--- config.mk ---
export PLATFORM = sky130hd
export DESIGN_NAME = ping_pong_ctrl_w_flat
export DESIGN_NICKNAME = d
export VERILOG_FILES = /design/src/rtl/ping_pong_ctrl_w_if.sv /design/src/rtl/ping_pong_ctrl_w.sv /design/src/flat_wrapper.sv
export SDC_FILE = /design/constraint.sdc
export NUM_CORES = 1
export LEC_CHECK = 0
export ABC_AREA = 1
export CAP_MARGIN = 10
export CORE_MARGIN = 4
export CORE_UTILIZATION = 30
export DETAILED_ROUTE_END_ITERATION = 6
export GPL_ROUTABILITY_DRIVEN = 1
export HOLD_SLACK_MARGIN = 0.1
export PLACE_DENSITY = 0.84
export SKIP_LAST_GASP = 1
export SYNTH_ARGS = -nofsm -noshare
export SYNTH_HDL_FRONTEND = slang
export SYNTH_SLANG_ARGS = --single-unit
--- constraint.sdc ---
create_clock -name clk -period 1.58 [get_ports clk]
set_input_delay 0.158 -clock clk [delete_from_list [all_inputs] [get_ports clk]]
set_output_delay 0.158 -clock clk [all_outputs]
set_load 0.05 [all_outputs]
--- src/rtl/ping_pong_ctrl_w_if.sv ---
// Producer/consumer handshake bundle for the WEST ping-pong controller.
// master = controller side, slave = producer/consumer environment side.
interface ping_pong_ctrl_w_if #(
    parameter int MODULE_WIDTH = 64
);
    logic                    in_valid;
    logic                    in_ready;
    logic                    out_valid;
    logic                    out_ready;
    logic [MODULE_WIDTH-1:0] out_data;
    logic                    out_last;

    modport master (
        input  in_valid,
        input  out_ready,
        output in_ready,
        output out_valid,
        output out_data,
        output out_last
    );

    modport slave (
        output in_valid,
        output out_ready,
        input  in_ready,
        input  out_valid,
        input  out_data,
        input  out_last
    );
endinterface

--- src/rtl/ping_pong_ctrl_w.sv ---
// Purpose: fills two ping-pong banks from producer beats, replays each NUM_PASSES times, then frees it.
// Latency: bank writes in the accept cycle; out_valid follows a read issue by one cycle (RAM latency 1).
// Backpressure: in_ready drops while the target bank is occupied; reads stall while out_valid && !out_ready.
module ping_pong_ctrl_w #(
    parameter int MODULE_WIDTH  = 64,
    parameter int TOTAL_MODULES = 4,
    parameter int COL_X         = 16,
    parameter int TOTAL_INPUT_W = 2,
    parameter int NUM_PASSES    = 2,
    localparam int TOTAL_DEPTH  = COL_X * TOTAL_INPUT_W,
    localparam int ADDR_WIDTH   = $clog2(TOTAL_DEPTH),
    localparam int SLICE_W      = (TOTAL_MODULES > 1) ? $clog2(TOTAL_MODULES) : 1
) (
    input  logic                    clk,
    input  logic                    rst,
    ping_pong_ctrl_w_if.master      io,
    output logic [SLICE_W-1:0]      slicing_idx,
    output logic                    bank0_ena,
    output logic                    bank0_enb,
    output logic                    bank0_wea,
    output logic                    bank0_web,
    output logic [ADDR_WIDTH-1:0]   bank0_addra,
    output logic [ADDR_WIDTH-1:0]   bank0_addrb,
    input  logic [MODULE_WIDTH-1:0] bank0_douta,
    output logic                    bank1_ena,
    output logic                    bank1_enb,
    output logic                    bank1_wea,
    output logic                    bank1_web,
    output logic [ADDR_WIDTH-1:0]   bank1_addra,
    output logic [ADDR_WIDTH-1:0]   bank1_addrb,
    input  logic [MODULE_WIDTH-1:0] bank1_douta,
    output logic [1:0]              bank_full
);
    localparam int CNT_W  = (COL_X > 1) ? $clog2(COL_X) : 1;
    localparam int PASS_W = (NUM_PASSES > 1) ? $clog2(NUM_PASSES) : 1;

    typedef enum logic [1:0] {
        ST_EMPTY,
        ST_FILLING,
        ST_FULL,
        ST_DRAINING
    } bank_st_t;

    bank_st_t               st [2];
    logic                   wr_bank;
    logic                   rd_bank;
    logic [CNT_W-1:0]       wr_cnt;
    logic [ADDR_WIDTH-1:0]  rd_addr;
    logic [PASS_W-1:0]      pass_cnt;
    logic                   rd_done;
    logic                   out_valid_q;
    logic                   out_last_q;

    logic                   wr_fire;
    logic                   wr_final;
    logic                   rd_issue;
    logic                   rd_wrap;
    logic                   rd_final;
    logic                   rd_free;

    logic [1:0]             ena;
    logic [1:0]             enb;
    logic [1:0]             wea;
    logic [1:0]             web;
    logic [ADDR_WIDTH-1:0]  addra [2];
    logic [ADDR_WIDTH-1:0]  addrb [2];

    // Writer only ever targets an EMPTY/FILLING bank and the reader only a FULL/DRAINING one,
    // so the two sides can never land on the same bank in one cycle.
    assign io.in_ready = !rst && (st[wr_bank] == ST_EMPTY || st[wr_bank] == ST_FILLING);
    assign wr_fire     = io.in_valid && io.in_ready;
    assign wr_final    = (wr_cnt == CNT_W'(COL_X - 1));

    // rd_done blocks issue between the final read and its acceptance.
    assign rd_issue = !rst && !rd_done
                      && (st[rd_bank] == ST_FULL || st[rd_bank] == ST_DRAINING)
                      && (!out_valid_q || io.out_ready);
    assign rd_wrap  = (rd_addr == ADDR_WIDTH'(TOTAL_DEPTH - 1));
    assign rd_final = rd_wrap && (pass_cnt == PASS_W'(NUM_PASSES - 1));
    assign rd_free  = out_valid_q && io.out_ready && out_last_q;

    always_ff @(posedge clk) begin
        if (rst) begin
            st[0]       <= ST_EMPTY;
            st[1]       <= ST_EMPTY;
            wr_bank     <= 1'b0;
            rd_bank     <= 1'b0;
            wr_cnt      <= '0;
            rd_addr     <= '0;
            pass_cnt    <= '0;
            rd_done     <= 1'b0;
            out_valid_q <= 1'b0;
            out_last_q  <= 1'b0;
            slicing_idx <= '0;
        end else begin
            if (wr_fire) begin
                if (wr_final) begin
                    st[wr_bank] <= ST_FULL;
                    wr_bank     <= ~wr_bank;
                    wr_cnt      <= '0;
                    slicing_idx <= (slicing_idx == SLICE_W'(TOTAL_MODULES - 1))
                                   ? '0 : slicing_idx + 1'b1;
                end else begin
                    st[wr_bank] <= ST_FILLING;
                    wr_cnt      <= wr_cnt + 1'b1;
                end
            end

            if (rd_issue) begin
                st[rd_bank] <= ST_DRAINING;
                out_valid_q <= 1'b1;
                out_last_q  <= rd_final;
                if (rd_wrap) begin
                    rd_addr <= '0;
                    if (rd_final) begin
                        pass_cnt <= '0;
                        rd_done  <= 1'b1;
                    end else begin
                        pass_cnt <= pass_cnt + 1'b1;
                    end
                end else begin
                    rd_addr <= rd_addr + 1'b1;
                end
            end else if (io.out_ready) begin
                out_valid_q <= 1'b0;
                out_last_q  <= 1'b0;
            end

            if (rd_free) begin
                st[rd_bank] <= ST_EMPTY;
                rd_bank     <= ~rd_bank;
                rd_done     <= 1'b0;
                rd_addr     <= '0;
                pass_cnt    <= '0;
            end
        end
    end

    always_comb begin
        ena      = '0;
        enb      = '0;
        wea      = '0;
        web      = '0;
        addra[0] = '0;
        addra[1] = '0;
        addrb[0] = '0;
        addrb[1] = '0;
        if (wr_fire) begin
            ena[wr_bank]   = 1'b1;
            enb[wr_bank]   = 1'b1;
            wea[wr_bank]   = 1'b1;
            web[wr_bank]   = 1'b1;
            addra[wr_bank] = ADDR_WIDTH'(wr_cnt);
            addrb[wr_bank] = ADDR_WIDTH'(COL_X) + ADDR_WIDTH'(wr_cnt);
        end
        if (rd_issue) begin
            ena[rd_bank]   = 1'b1;
            addra[rd_bank] = rd_addr;
        end
    end

    assign bank0_ena   = ena[0];
    assign bank0_enb   = enb[0];
    assign bank0_wea   = wea[0];
    assign bank0_web   = web[0];
    assign bank0_addra = addra[0];
    assign bank0_addrb = addrb[0];
    assign bank1_ena   = ena[1];
    assign bank1_enb   = enb[1];
    assign bank1_wea   = wea[1];
    assign bank1_web   = web[1];
    assign bank1_addra = addra[1];
    assign bank1_addrb = addrb[1];

    // RAM output holds while ena is low, so a stalled word stays on out_data.
    assign io.out_valid = out_valid_q;
    assign io.out_last  = out_valid_q && out_last_q;
    assign io.out_data  = out_valid_q ? (rd_bank ? bank1_douta : bank0_douta) : '0;

    assign bank_full[0] = (st[0] == ST_FULL) || (st[0] == ST_DRAINING);
    assign bank_full[1] = (st[1] == ST_FULL) || (st[1] == ST_DRAINING);
endmodule

--- src/flat_wrapper.sv ---
// flat-port wrapper written by rule: the top's interface ports become plain ports
module ping_pong_ctrl_w_flat 
#(
    parameter int MODULE_WIDTH  = 64,
    parameter int TOTAL_MODULES = 4,
    parameter int COL_X         = 16,
    parameter int TOTAL_INPUT_W = 2,
    parameter int NUM_PASSES    = 2,
    localparam int TOTAL_DEPTH  = COL_X * TOTAL_INPUT_W,
    localparam int ADDR_WIDTH   = $clog2(TOTAL_DEPTH),
    localparam int SLICE_W      = (TOTAL_MODULES > 1) ? $clog2(TOTAL_MODULES) : 1
)
  (clk, rst, slicing_idx, bank0_ena, bank0_enb, bank0_wea, bank0_web, bank0_addra, bank0_addrb, bank0_douta, bank1_ena, bank1_enb, bank1_wea, bank1_web, bank1_addra, bank1_addrb, bank1_douta, bank_full, io_in_valid, io_out_ready, io_in_ready, io_out_valid, io_out_data, io_out_last);
  ping_pong_ctrl_w_if #(.MODULE_WIDTH(MODULE_WIDTH)) io_i ();
  input  logic clk;
  input  logic rst;
  output logic [SLICE_W-1:0] slicing_idx;
  output logic bank0_ena;
  output logic bank0_enb;
  output logic bank0_wea;
  output logic bank0_web;
  output logic [ADDR_WIDTH-1:0] bank0_addra;
  output logic [ADDR_WIDTH-1:0] bank0_addrb;
  input  logic [MODULE_WIDTH-1:0] bank0_douta;
  output logic bank1_ena;
  output logic bank1_enb;
  output logic bank1_wea;
  output logic bank1_web;
  output logic [ADDR_WIDTH-1:0] bank1_addra;
  output logic [ADDR_WIDTH-1:0] bank1_addrb;
  input  logic [MODULE_WIDTH-1:0] bank1_douta;
  output logic [1:0] bank_full;
  input wire logic [$bits(io_i.in_valid)-1:0] io_in_valid;
  input wire logic [$bits(io_i.out_ready)-1:0] io_out_ready;
  output wire logic [$bits(io_i.in_ready)-1:0] io_in_ready;
  output wire logic [$bits(io_i.out_valid)-1:0] io_out_valid;
  output wire logic [$bits(io_i.out_data)-1:0] io_out_data;
  output wire logic [$bits(io_i.out_last)-1:0] io_out_last;
  assign io_i.in_valid = io_in_valid;
  assign io_i.out_ready = io_out_ready;
  assign io_in_ready = io_i.in_ready;
  assign io_out_valid = io_i.out_valid;
  assign io_out_data = io_i.out_data;
  assign io_out_last = io_i.out_last;
  ping_pong_ctrl_w #(.MODULE_WIDTH(MODULE_WIDTH), .TOTAL_MODULES(TOTAL_MODULES), .COL_X(COL_X), .TOTAL_INPUT_W(TOTAL_INPUT_W), .NUM_PASSES(NUM_PASSES)) u_core (.clk(clk), .rst(rst), .io(io_i), .slicing_idx(slicing_idx), .bank0_ena(bank0_ena), .bank0_enb(bank0_enb), .bank0_wea(bank0_wea), .bank0_web(bank0_web), .bank0_addra(bank0_addra), .bank0_addrb(bank0_addrb), .bank0_douta(bank0_douta), .bank1_ena(bank1_ena), .bank1_enb(bank1_enb), .bank1_wea(bank1_wea), .bank1_web(bank1_web), .bank1_addra(bank1_addra), .bank1_addrb(bank1_addrb), .bank1_douta(bank1_douta), .bank_full(bank_full));
endmodule
# Word-level counts from Yosys, hierarchy flattened
# Memories as Yosys holds them, arrays and structs flattened. A register that Yosys moved wholly into a read port is not among the register bits.
# Index checks and enable logic that the tools add are counted.
# word_totals
ff_bits	17
ram_bits	4
in_bits	132
output_inout_bits	99
mem_count	1
# memory_table
memory	words	word_bits	rd	rd_clocked_by_memory_dff	wr	line_no	source
u_core.st	2	2	4	2	2	ping_pong_ctrl_w.sv:44	bank_st_t st [2];
# classes
n_addsub	5
n_lt_le_gt_ge	8
n_eq_ne	10
mux	51
n_bitwise	9
reduce_logical	29
# op_table
operator	n
$mux 64	2
$mux 1	30
$mux 10	3
$mux 5	3
$eq 2x2->1 const B	7
$mux 2	7
$logic_and 1x1->1	13
$and 10x10->10	1
$and 9x10->10	1
$bwmux 10	1
$demux 5 s1	2
$reduce_or 2->1	3
$add 5x1->5 const B	1
$add 5x4->5 const A	1
$eq 5x5->1 const B	1
$logic_or 1x1->1	5
$add 4x1->4 const B	1
$eq 4x4->1 const B	1
$ge 2x2->1 const B	2
$lt 1x2->1 const B	2
$lt 2x1->1 const B	2
$mux 4	1
$not 1->2	2
$reduce_and 2->1	2
other kinds (12)	18

# Logic depth before layout (Yosys ltp)
# Gate-level depths: netlist of run 1.
# depth
word_depth	10
mapped_depth	9
mapped_depth_nobuf	9

# Worst setup path after synthesis of run 1
# No wires, ideal clock.
# synth_timing
kind	register -> output
startpoint	register u_core.out_valid_q, in the netlist u_core.io.out_valid
endpoint	output port bank1_addra[1]
arrival_ps	2061
required_time_ps	1422
setup_slack_ps	-639
stages_incl_launch_ff	6
path_buffers	0
cell_sequence	dfxtp_1 > nand2_4 > nand3_4 > clkinv_4 > nand2_2 > o21ai_0
# synth_between
elab_chain_cells	4
# synth_rtl
item	line_no	source
start, declared	ping_pong_ctrl_w.sv:51	logic out_valid_q;
start signal, assigned	ping_pong_ctrl_w.sv:92	out_valid_q <= 1'b0;
start signal, assigned	ping_pong_ctrl_w.sv:111	out_valid_q <= 1'b1;
start signal, assigned	ping_pong_ctrl_w.sv:125	out_valid_q <= 1'b0;
$logic_not 1->1	ping_pong_ctrl_w.sv:77	&& (!out_valid_q || io.out_ready);
$logic_or 1x1->1	ping_pong_ctrl_w.sv:77	
$logic_and 1x1->1	ping_pong_ctrl_w.sv:77	
$mux 10	ping_pong_ctrl_w.sv:156	if (rd_issue) begin
end, declared	flat_wrapper.sv:29	output logic [ADDR_WIDTH-1:0] bank1_addra;
# Every way passes these cells.

==> results of run 1 <==
[final cells by class]
type	count	share of cell area
flip-flops and latches	21	0.0670
repair buffers	271	0.550
clock buffers	3	0.00618
well taps	99	0.0185
multi-input cells	340	0.335
inverters	34	0.0225
clock inverters	1	0.000749
[through the flow]
stage,instances,hold WS [ns],power (mW),instance area [sq um],setup slack (ns)
finish,769,0.498,2.32,6690,-0.384
global route,769,0.507,2.38,6690,-0.458
CTS,762,0.497,2.24,6460,-0.284
detailed placement,754,0.485,1.87,6300,-0.208
global placement,754,0.463,1.83,6300,-0.138
floorplan,430,0.220,1.10,2900,-0.142
[registers in the layout, summed over array words and instances (netlist names), named ones only]
register             flops
u_core.io.out_valid      1
u_core.wr_cnt            4
u_core.rd_done           1
u_core.st                2
u_core.slicing_idx       2
u_core.pass_cnt          1
u_core.out_last_q        1
u_core.rd_addr           5
u_core.wr_bank           1
u_core.rd_bank           1
[layer usage]
layer,GRT usage,vias to the layer above,part of all wire
li1,-,1827,-
met1,0.261,1896,0.32
met2,0.540,244,0.53
met3,0.0666,74,0.079
met4,0.138,0,0.067
met5,0,-,0
[synth_stat cells]
cell type	instances
edfxtp_1	2
inv_2	5
nand2_2	4
a31oi_1	1
nor2_1	148
buf_2	7
nor3_1	1
clkbuf_1	16
clkbuf_2	1
clkinv_4	1
clkinv_1	1
nand4_1	7
nand3_2	3
nand3_4	1
inv_1	27
nor2_2	8
nand3_1	6
a31oi_2	1
ha_1	4
buf_4	9
nand2_1	65
xor2_1	1
a21oi_1	12
o21bai_4	1
dfxtp_1	19
o21ai_0	57
nand2_4	2
nor2_4	4
o21ai_1	14
buf_6	2
[report_power, final]
part           switching [mW]  internal, mW  total [mW]
sequential             0.0175         0.547       0.564
clock                   0.206         0.177       0.383
combinational           0.657         0.714        1.37
total                   0.880          1.44        2.32
[kinds of logic after synthesis]
family          count (synthesis)  synth area share
simple gates                  249             0.456
compound gates                 86             0.193
buf+inv                        69             0.138
flops                          21             0.188
fa+ha+maj                       4            0.0214
xor+xnor                        1           0.00374
[what timing repair did]
action,in CTS,in global routing
endpoints found under the setup margin,92,92
cloned,0,3
hold buffers,0,0
buffers inserted,4,5
gates resized for setup,26,77
pin swaps,2,6
[critical path, cell delays in order, from the launching register on]
cell and delay, ns:
edfxtp_1 0.48, nand2_1 0.12, nand2_2 0.07, nor2_4 0.15, nand2_4 0.11, buf_8 0.16
nor2_4 0.11, nand2_2 0.07, o21ai_2 0.09, buf_12 0.16
[worst max-delay path by stage]
stage,to,depth (start not counted)
CTS,bank1_wea,8
finish,bank0_addra[2],9
global route,bank1_addra[0],9
floorplan,bank0_addrb[3],7
global placement,bank1_addra[1],10
detailed placement,bank1_addra[1],10
==> run summary, run 1 <==
fillers -> 327
Pre-Repair DR Iteration Count -> 5
Reg area -> 448 sq um
Distinct cells, synth -> 30
Setup crit start kind -> flip-flop
failing checks -> negative setup slack
CTS Buf Count -> 3
Layout area overhead -> 185%
clock net sink count -> 21
root buffer cell -> clkbuf_8
clock buffer depth -> 2
Synth area leader -> nor2_1
leakage -> 2.63 nW
reg2reg setup slack -> -0.08 ns
critical-path maximum fanout -> 5
CTS tree -> yes
ant diodes -> 0
clock transition at the registers of the reported paths -> 0.09 ns
die width -> 96.4 um
Mapped Cells -> 430
IO buf count -> 230
syn nets -> 566
Initial Util -> 0.316
outcome -> finished, violations left
worst reg-to-reg path cell count -> 8
synthesized area per cell -> 5.45 sq um
vias in the first global route -> 4061
post-layout util -> 0.902
drt drc -> 0
Final Cycle Share -> 1.24
first-pass GRT wire length -> 19.8 mm
Worst Hold Class -> reg2reg
CP required -> 1.42 ns
Slew @ Worst Pin -> 0.442 ns
via count -> 4041
Core Box Area -> 0.00741 sq mm
Critical Path End Type -> output pin
reg2reg end -> u_core.st[1][1]
die height -> 96.4 um
sequential area share after synthesis -> 0.188
Yosys top cell area share -> 0.237
#FFs+latches synth -> 21
Data arrival, critical path -> 1.81 ns
WL/cell -> 19.7 um
synth warn -> 0
commonest non-fill, non-tap cell in the layout -> clkdlybuf4s50_1
Fmax -> 509 MHz
hold endpoint -> u_core.rd_addr[2]
Max-cap violations -> 0
hold path depth -> 2
slew margin rel. -> 0.705
FP Rows -> 31
Skew-Pair Late Insertion Delay -> 0.28 ns
global route total overflow -> 0
gpl congestion -> 0.922
Final setup viols -> 34
initial antenna violation count -> 0
Layout Skew -> 0.0153 ns
Final nets -> 807
worst reg2reg path startpoint -> u_core.st[1][1]
max-slew violations -> 0
PnR worst setup slack -> -0.384 ns
final WL -> 15.1 mm
layout cells sized above 1 -> 0.433
final hold violation count -> 0
All-Layer GR Usage -> 0.275
DRT iter0 DRCs -> 434
Pwr Density -> 347 mW/mm^2
commonest non-fill, non-tap cells in the layout -> clkdlybuf4s50_1, buf_12, nor2_4, nor2_1, nand2_1
HP Start -> u_core.rd_addr[2]
maximum number of pins on one net before global-route repair -> 51
dpl hpwl -> 11.2 mm
Ports -> 231
Via density -> 5.25
Mapped Area -> 0.00234 sq mm
TNS Setup -> -8.84 ns
Synth area leaders -> nor2_1, dfxtp_1, o21ai_0
Crit Path Class -> reg2out
RSZ-0062 raised after global routing -> yes
crit path from -> u_core.st[1][1]
Multi-input gate area -> 0.00224 sq mm
worst vdd ir -> 0.000388 V
die footprint -> 0.00929 sq mm
final period demand of the worst path -> 1.96 ns
post-route ant nets -> 0
H-tree lvl count -> 1
(Power assumes the default switching activity.)
==> run 2, diff against run 1 <==
--- a/config.mk
+++ b/config.mk
@@ -8,11 +8,12 @@
 export ABC_AREA = 1
 export CAP_MARGIN = 10
 export CORE_MARGIN = 4
-export CORE_UTILIZATION = 30
+export CORE_UTILIZATION = 31
+export CTS_BUF_LIST = sky130_fd_sc_hd__clkbuf_2
 export DETAILED_ROUTE_END_ITERATION = 6
 export GPL_ROUTABILITY_DRIVEN = 1
 export HOLD_SLACK_MARGIN = 0.1
-export PLACE_DENSITY = 0.84
+export PLACE_DENSITY = 0.86
 export SKIP_LAST_GASP = 1
 export SYNTH_ARGS = -nofsm -noshare
 export SYNTH_HDL_FRONTEND = slang
==> run 2 against run 1 <==
Compared with the run above:
- the run now fails in 5_1_grt
- area after synthesis is the same
- synthesized cell count is the same
==> run summary, run 2 <==
Top FF cell, synth -> dfxtp_1
Ports -> 231
CTS Buf Count -> 3
H-tree lvl count -> 1
Cells after DPL -> 758
#FFs+latches synth -> 21
Synth area leader -> nor2_1
most frequent cells after synthesis -> nor2_1, nand2_1, o21ai_0
Mapped Area -> 0.00234 sq mm
sequential area share after synthesis -> 0.188
maximum number of pins on one net before global-route repair -> 25
syn nets -> 566
hold_buf cts -> 0
IO buf count -> 230
dpl hpwl -> 11.8 mm
EDFF count, synth -> 2
clock buffer depth -> 2
most used standard cell by instance count after synthesis -> nor2_1
Mapped Cells -> 430
outcome -> did not finish
synth warn -> 0
FP Rows -> 31
post-GRT worst EP -> bank1_addra[2]
root buffer cell -> clkbuf_2
Failed at -> 5_1_grt
synthesized area per cell -> 5.45 sq um
Synth area leaders -> nor2_1, dfxtp_1, o21ai_0
clock net sink count -> 21
die width -> 94.9 um
Halt Reason -> [ERROR DPL-0038] Utilization greater than 100%, impossible to legalize
gpl congestion -> 0.865
Yosys top cell area share -> 0.237
category of the worst endpoint -> output port
Distinct cells, synth -> 30
asr flop ratio synth -> 0
die height -> 94.9 um
Initial Util -> 0.321
## run 2: cell counts after synthesis
Identical to the previous run, type by type.
## run 2: timing repair
action | CTS
pin swaps | 16
buffers inserted | 16
resized for setup | 165
gates cloned | 8
endpoints found under the setup margin | 93
## run 2: per-stage QoR
stage / hold slack, ns / cell area (sq um) / worst slack, ns / utilization
floorplan: 0.220 / 2900 / -0.142 / -
global placement: 0.458 / 6350 / -0.144 / 0.871
detailed placement: 0.469 / 6350 / -0.221 / 0.871
CTS: 0.492 / 7080 / -0.355 / 0.971
## run 2: cells by family after synthesis
| family | synth area share |
|---|---|
| adders and majority gates | 0.0214 |
| buffers and inverters | 0.138 |
| DFF | 0.188 |
| and+or+nand+nor | 0.456 |
| AOI/OAI and AO/OA | 0.193 |
| xor gates and xnor gates | 0.00374 |
==> run 3, diff against run 2 <==
--- a/config.mk
+++ b/config.mk
@@ -8,12 +8,10 @@
 export ABC_AREA = 1
 export CAP_MARGIN = 10
 export CORE_MARGIN = 4
-export CORE_UTILIZATION = 31
-export CTS_BUF_LIST = sky130_fd_sc_hd__clkbuf_2
+export CORE_UTILIZATION = 30
 export DETAILED_ROUTE_END_ITERATION = 6
 export GPL_ROUTABILITY_DRIVEN = 1
-export HOLD_SLACK_MARGIN = 0.1
-export PLACE_DENSITY = 0.86
+export PLACE_DENSITY_LB_ADDON = 0.15
 export SKIP_LAST_GASP = 1
 export SYNTH_ARGS = -nofsm -noshare
 export SYNTH_HDL_FRONTEND = slang
==> run 3 against run 2 <==
Compared with the run above:
- the flow now finishes, with violations (negative setup slack)
==> run summary, run 3 (synthesis results as in run 1) <==
Layout area overhead -> 186%
commonest non-fill, non-tap cells in the layout -> clkdlybuf4s50_1, buf_12, nor2_4, nor2_1, nand2_1
ant diodes -> 0
die width -> 96.4 um
clock transition at the registers of the reported paths -> 0.08 ns
Max-cap violations -> 0
Skew-Pair Late Insertion Delay -> 0.26 ns
Crit Path Class -> reg2out
Layout Skew -> 0.00135 ns
layout cells sized above 1 -> 0.427
root buffer cell -> clkbuf_8
clock buffer depth -> 2
reg2reg setup slack -> -0.07 ns
Reg area -> 450 sq um
Fmax -> 530 MHz
final period demand of the worst path -> 1.89 ns
Setup crit start kind -> flip-flop
drt drc -> 0
worst vdd ir -> 0.000317 V
maximum number of pins on one net before global-route repair -> 53
RSZ-0062 raised after global routing -> yes
leakage -> 2.66 nW
critical-path maximum fanout -> 5
first-pass GRT wire length -> 20.3 mm
Biggest register -> u_core.rd_addr
Pwr Density -> 343 mW/mm^2
PnR worst setup slack -> -0.307 ns
clock net sink count -> 21
DRT iter0 DRCs -> 145
vias in the first global route -> 4042
TNS Setup -> -6.58 ns
Initial Util -> 0.316
reg2reg end -> u_core.st[1][1]
die footprint -> 0.00929 sq mm
Slew @ Worst Pin -> 0.430 ns
fillers -> 303
Data arrival, critical path -> 1.73 ns
Critical Path End Type -> output pin
max-slew violations -> 0
FP Rows -> 31
final hold violation count -> 0
Final nets -> 812
die height -> 96.4 um
Final setup viols -> 49
number of flip-flops in the largest register -> 5
IO buf count -> 230
dpl hpwl -> 11.6 mm
slew margin rel. -> 0.713
Ports -> 231
failing checks -> negative setup slack
worst reg-to-reg path cell count -> 9
initial antenna violation count -> 0
CTS tree -> yes
CP required -> 1.42 ns
via count -> 3953
worst reg2reg path startpoint -> u_core.st[0][1]
H-tree lvl count -> 1
commonest non-fill, non-tap cell in the layout -> clkdlybuf4s50_1
CTS Buf Count -> 3
WL/cell -> 19.5 um
biggest regs -> u_core.rd_addr x5, u_core.wr_cnt x4
global route total overflow -> 0
Core Box Area -> 0.00741 sq mm
post-route ant nets -> 0
Critical path destination -> bank1_addra[2]
Worst Hold Class -> reg2reg
hold_buf cts -> 0
gpl congestion -> 0.865
Via density -> 5.11
Multi-input gate area -> 0.00223 sq mm
All-Layer GR Usage -> 0.283
outcome -> finished, violations left
crit path from -> u_core.st[0][1]
Final Cycle Share -> 1.19
final WL -> 15.1 mm
Pre-Repair DR Iteration Count -> 5
post-layout util -> 0.906
[run 3: metrics by stage]
step	total power [mW]	setup slack [ns]	hold slack, ns	std cells	area, sq um
finish	2.30	-0.307	0.479	774	6710
global route	2.37	-0.366	0.475	774	6710
CTS	2.24	-0.252	0.462	766	6510
detailed placement	1.87	-0.257	0.467	758	6350
global placement	1.84	-0.198	0.451	758	6350
floorplan	1.10	-0.142	0.220	430	2900
[run 3: critical path, cell delays in order (launching register included)]
cell,delay [ns]
edfxtp_1,0.46
inv_1,0.11
nor2_2,0.05
nor2_4,0.13
nand2_4,0.10
buf_8,0.16
nor2_4,0.10
nand2_1,0.09
o21ai_2,0.09
buf_12,0.16
[run 3: routing by layer]
layer  part of all wire  track usage
met4              0.054        0.119
met5                  0            0
met2               0.54        0.547
met1               0.33        0.276
met3              0.076       0.0837
[run 3: worst min path at each step]
stage,start,end,slack [ns],cells after the start
after global placement,u_core.rd_done,u_core.rd_done,0.45,2
after global routing,rst,u_core.io.out_valid,0.47,3
after CTS,rst,u_core.io.out_valid,0.46,3
after detailed placement,u_core.rd_done,u_core.rd_done,0.47,2
after floorplan,rst,u_core.io.out_valid,0.22,1
final,u_core.rd_done,u_core.rd_done,0.48,2
[run 3: report_power, final]
part	total, mW	internal (mW)	switching (mW)
sequential	0.567	0.547	0.0193
combinational	1.37	0.718	0.653
clock	0.364	0.180	0.184
[run 3: layout make-up]
| class | instances | area share |
|---|---|---|
| well taps | 99 | 0.0185 |
| clock buffers | 4 | 0.00671 |
| flip-flops and latches | 21 | 0.0671 |
| repair buffers | 276 | 0.553 |
| inverters | 34 | 0.0216 |
| multi-input cells | 340 | 0.333 |
[run 3: timing repair]
action                                  4_1_cts  5_1_grt
buffers inserted                              4        8
pin swaps                                     2        6
gates cloned                                  1        1
endpoints found under the setup margin       39      102
gates resized for setup                      22       58
==> edit (config.mk and constraints of run 1) <==
`COL_X` is set to 16 in 2 places; all go to 64.
--- a/src/rtl/ping_pong_ctrl_w.sv
+++ b/src/rtl/ping_pong_ctrl_w.sv
@@ -4,7 +4,7 @@
 module ping_pong_ctrl_w #(
     parameter int MODULE_WIDTH  = 64,
     parameter int TOTAL_MODULES = 4,
-    parameter int COL_X         = 16,
+    parameter int COL_X         = 64,
     parameter int TOTAL_INPUT_W = 2,
     parameter int NUM_PASSES    = 2,
     localparam int TOTAL_DEPTH  = COL_X * TOTAL_INPUT_W,
--- a/src/flat_wrapper.sv
+++ b/src/flat_wrapper.sv
@@ -3,7 +3,7 @@
 #(
     parameter int MODULE_WIDTH  = 64,
     parameter int TOTAL_MODULES = 4,
-    parameter int COL_X         = 16,
+    parameter int COL_X         = 64,
     parameter int TOTAL_INPUT_W = 2,
     parameter int NUM_PASSES    = 2,
     localparam int TOTAL_DEPTH  = COL_X * TOTAL_INPUT_W,
Interface: changed (resized bank0_addra, bank0_addrb, bank1_addra and bank1_addrb); port bits go from 231 to 239. No check against the original RTL was run, so the function may have changed too.
==> edit against run 1 <==
- the flow still finishes with violations (setup timing)
- total power increased by 15%
- highest routed layer unchanged
- utilization increased by 0.16 points
- sequential cell count increased by 4
- wire length increased by 22%
- final area increased by 12%
- largest power group unchanged
- worst setup slack got worse by 0.034 ns
- area after synthesis increased by 11%
- non-clock buffer count increased by 29
==> edit: results <==
metrics = {
    "outcome": {
        "status": "finished, violations left",
        "violations": "setup timing",
    },
    "routing": {
        "drt_iter0_markers": 256,
        "wirelength_mm": 18.6,
        "post_drt_wl_per_cell_microns": 21.9,
        "viasPerCell": 5.36,
        "dr.pass1.iters": 6,
    },
    "sta": {
        "setup_tns_ns": -13.02,
        "relSlewSlack_pct": 76.3,
        "setup_viol": 87,
        "worst_slack_ns": -0.418,
        "clock_skew_ns": 0.00321,
    },
    "global_routing": {
        "grt_pass1_vias": 4497,
        "grt_max_degree": 67,
        "grt.total_usage_pct": 30.5,
    },
    "power": {
        "peakVddDrop_mv": 0.373,
        "leakagePower_nw": 3.01,
    },
    "synthesis": {
        "synth_common_cells": "nor2_1, nand2_1, o21ai_0",
        "synthCells": 473,
        "syn_nets": 608,
        "yosysSeqAreaShare_pct": 20.0,
        "avgSynthCellArea_sq_um": 5.49,
        "synth_area_leaders": "nor2_1, dfxtp_1, o21ai_0",
    },
    "setup_path": {
        "worstPathArrival_ns": 1.84,
        "crit_start": "u_core.wr_bank",
        "reg2reg_slack_ns": -0.02,
        "crit_path_end": "bank1_addra[5]",
    },
    "clocking": {
        "clk_latency_ns": 0.28,
        "cts_buffers": 3,
    },
    "placed_design": {
        "place.gp.congestion": 0.921,
        "hpwl_mm": 12.7,
        "placed_cells": 831,
        "port_buffers": 238,
    },
    "layout": {
        "layout.nets": 879,
        "num-fill-cells": 311,
    },
}
-- edit: cell count changes after synthesis, sizes merged, moves of 2 or more --
cell and delta:
a21oi +4, dfxtp +4, inv +4, nand2 +14
nand3 +5, nand4 +2, nor2 +9, nor3 +6
-- edit: cell families after synthesis --
family / share of synthesized area, %
buffers and inverters: 12.4
adder cells (fa/ha/maj): 1.45
flip-flops: 20.0
AND/OR/NAND/NOR: 48.7
AO/OA/AOI/OAI: 17.4
-- edit: worst min-delay path by stage --
stage                                startpoint                    end  cells past startpoint
after floorplan                             rst    u_core.io.out_valid                      1
after global placement          u_core.pass_cnt        u_core.pass_cnt                      2
after detailed placement         u_core.rd_done         u_core.rd_done                      2
after CTS                        u_core.rd_done         u_core.rd_done                      2
after global routing      u_core.slicing_idx[1]  u_core.slicing_idx[1]                      2
final                            u_core.rd_done         u_core.rd_done                      2
-- edit: cell type report --
class / instances / area, sq um / share of cell area, %
clock buffer: 3 / 41.3 / 0.550
tap: 105 / 131 / 1.75
clock inverter: 1 / 5.00 / 0.0667
timing repair buffer: 300 / 4100 / 54.7
sequential: 25 / 529 / 7.05
inverter: 37 / 175 / 2.33
multi-input combinational: 377 / 2520 / 33.6
-- edit: timing repair --
item,4_1_cts,5_1_grt
endpoints found under the setup margin,94,112
buffers inserted,2,10
resized for setup,27,117
pin swaps,11,16
hold endpoints to repair,0,0
cloned,2,3
-- edit: worst max-delay path, cell delays in order (launching register included) --
cell	delay, ns
dfxtp_1	0.43
clkinv_1	0.27
buf_4	0.27
nor3_4	0.26
nand2_4	0.10
nand2_4	0.10
buf_12	0.13
-- edit: routing by layer --
layer	global-route usage, %	wire [microns]	up-vias
met5	0	0	-
met4	9.61	971	0
met3	7.13	1770	97
met2	59.5	9880	301
met1	31.4	5930	2109
li1	-	-	2038
-- edit: metrics by stage --
step / utilization, % / instance area (sq um) / hold slack [ns] / setup slack [ns] / power [mW]
after floorplan: - / 3160 / 0.217 / -0.470 / 1.29
after global placement: 84.0 / 6980 / 0.454 / -0.258 / 2.11
after detailed placement: 84.0 / 6980 / 0.479 / -0.332 / 2.14
after CTS: 86.4 / 7170 / 0.492 / -0.354 / 2.55
after global routing: 90.4 / 7500 / 0.524 / -0.489 / 2.73
final: 90.4 / 7500 / 0.509 / -0.418 / 2.67
-- edit: report_power, final --
part           internal (mW)  switching, mW  total, mW
clock network          0.177          0.221      0.398
logic                  0.807          0.797       1.60
registers              0.651         0.0196      0.670
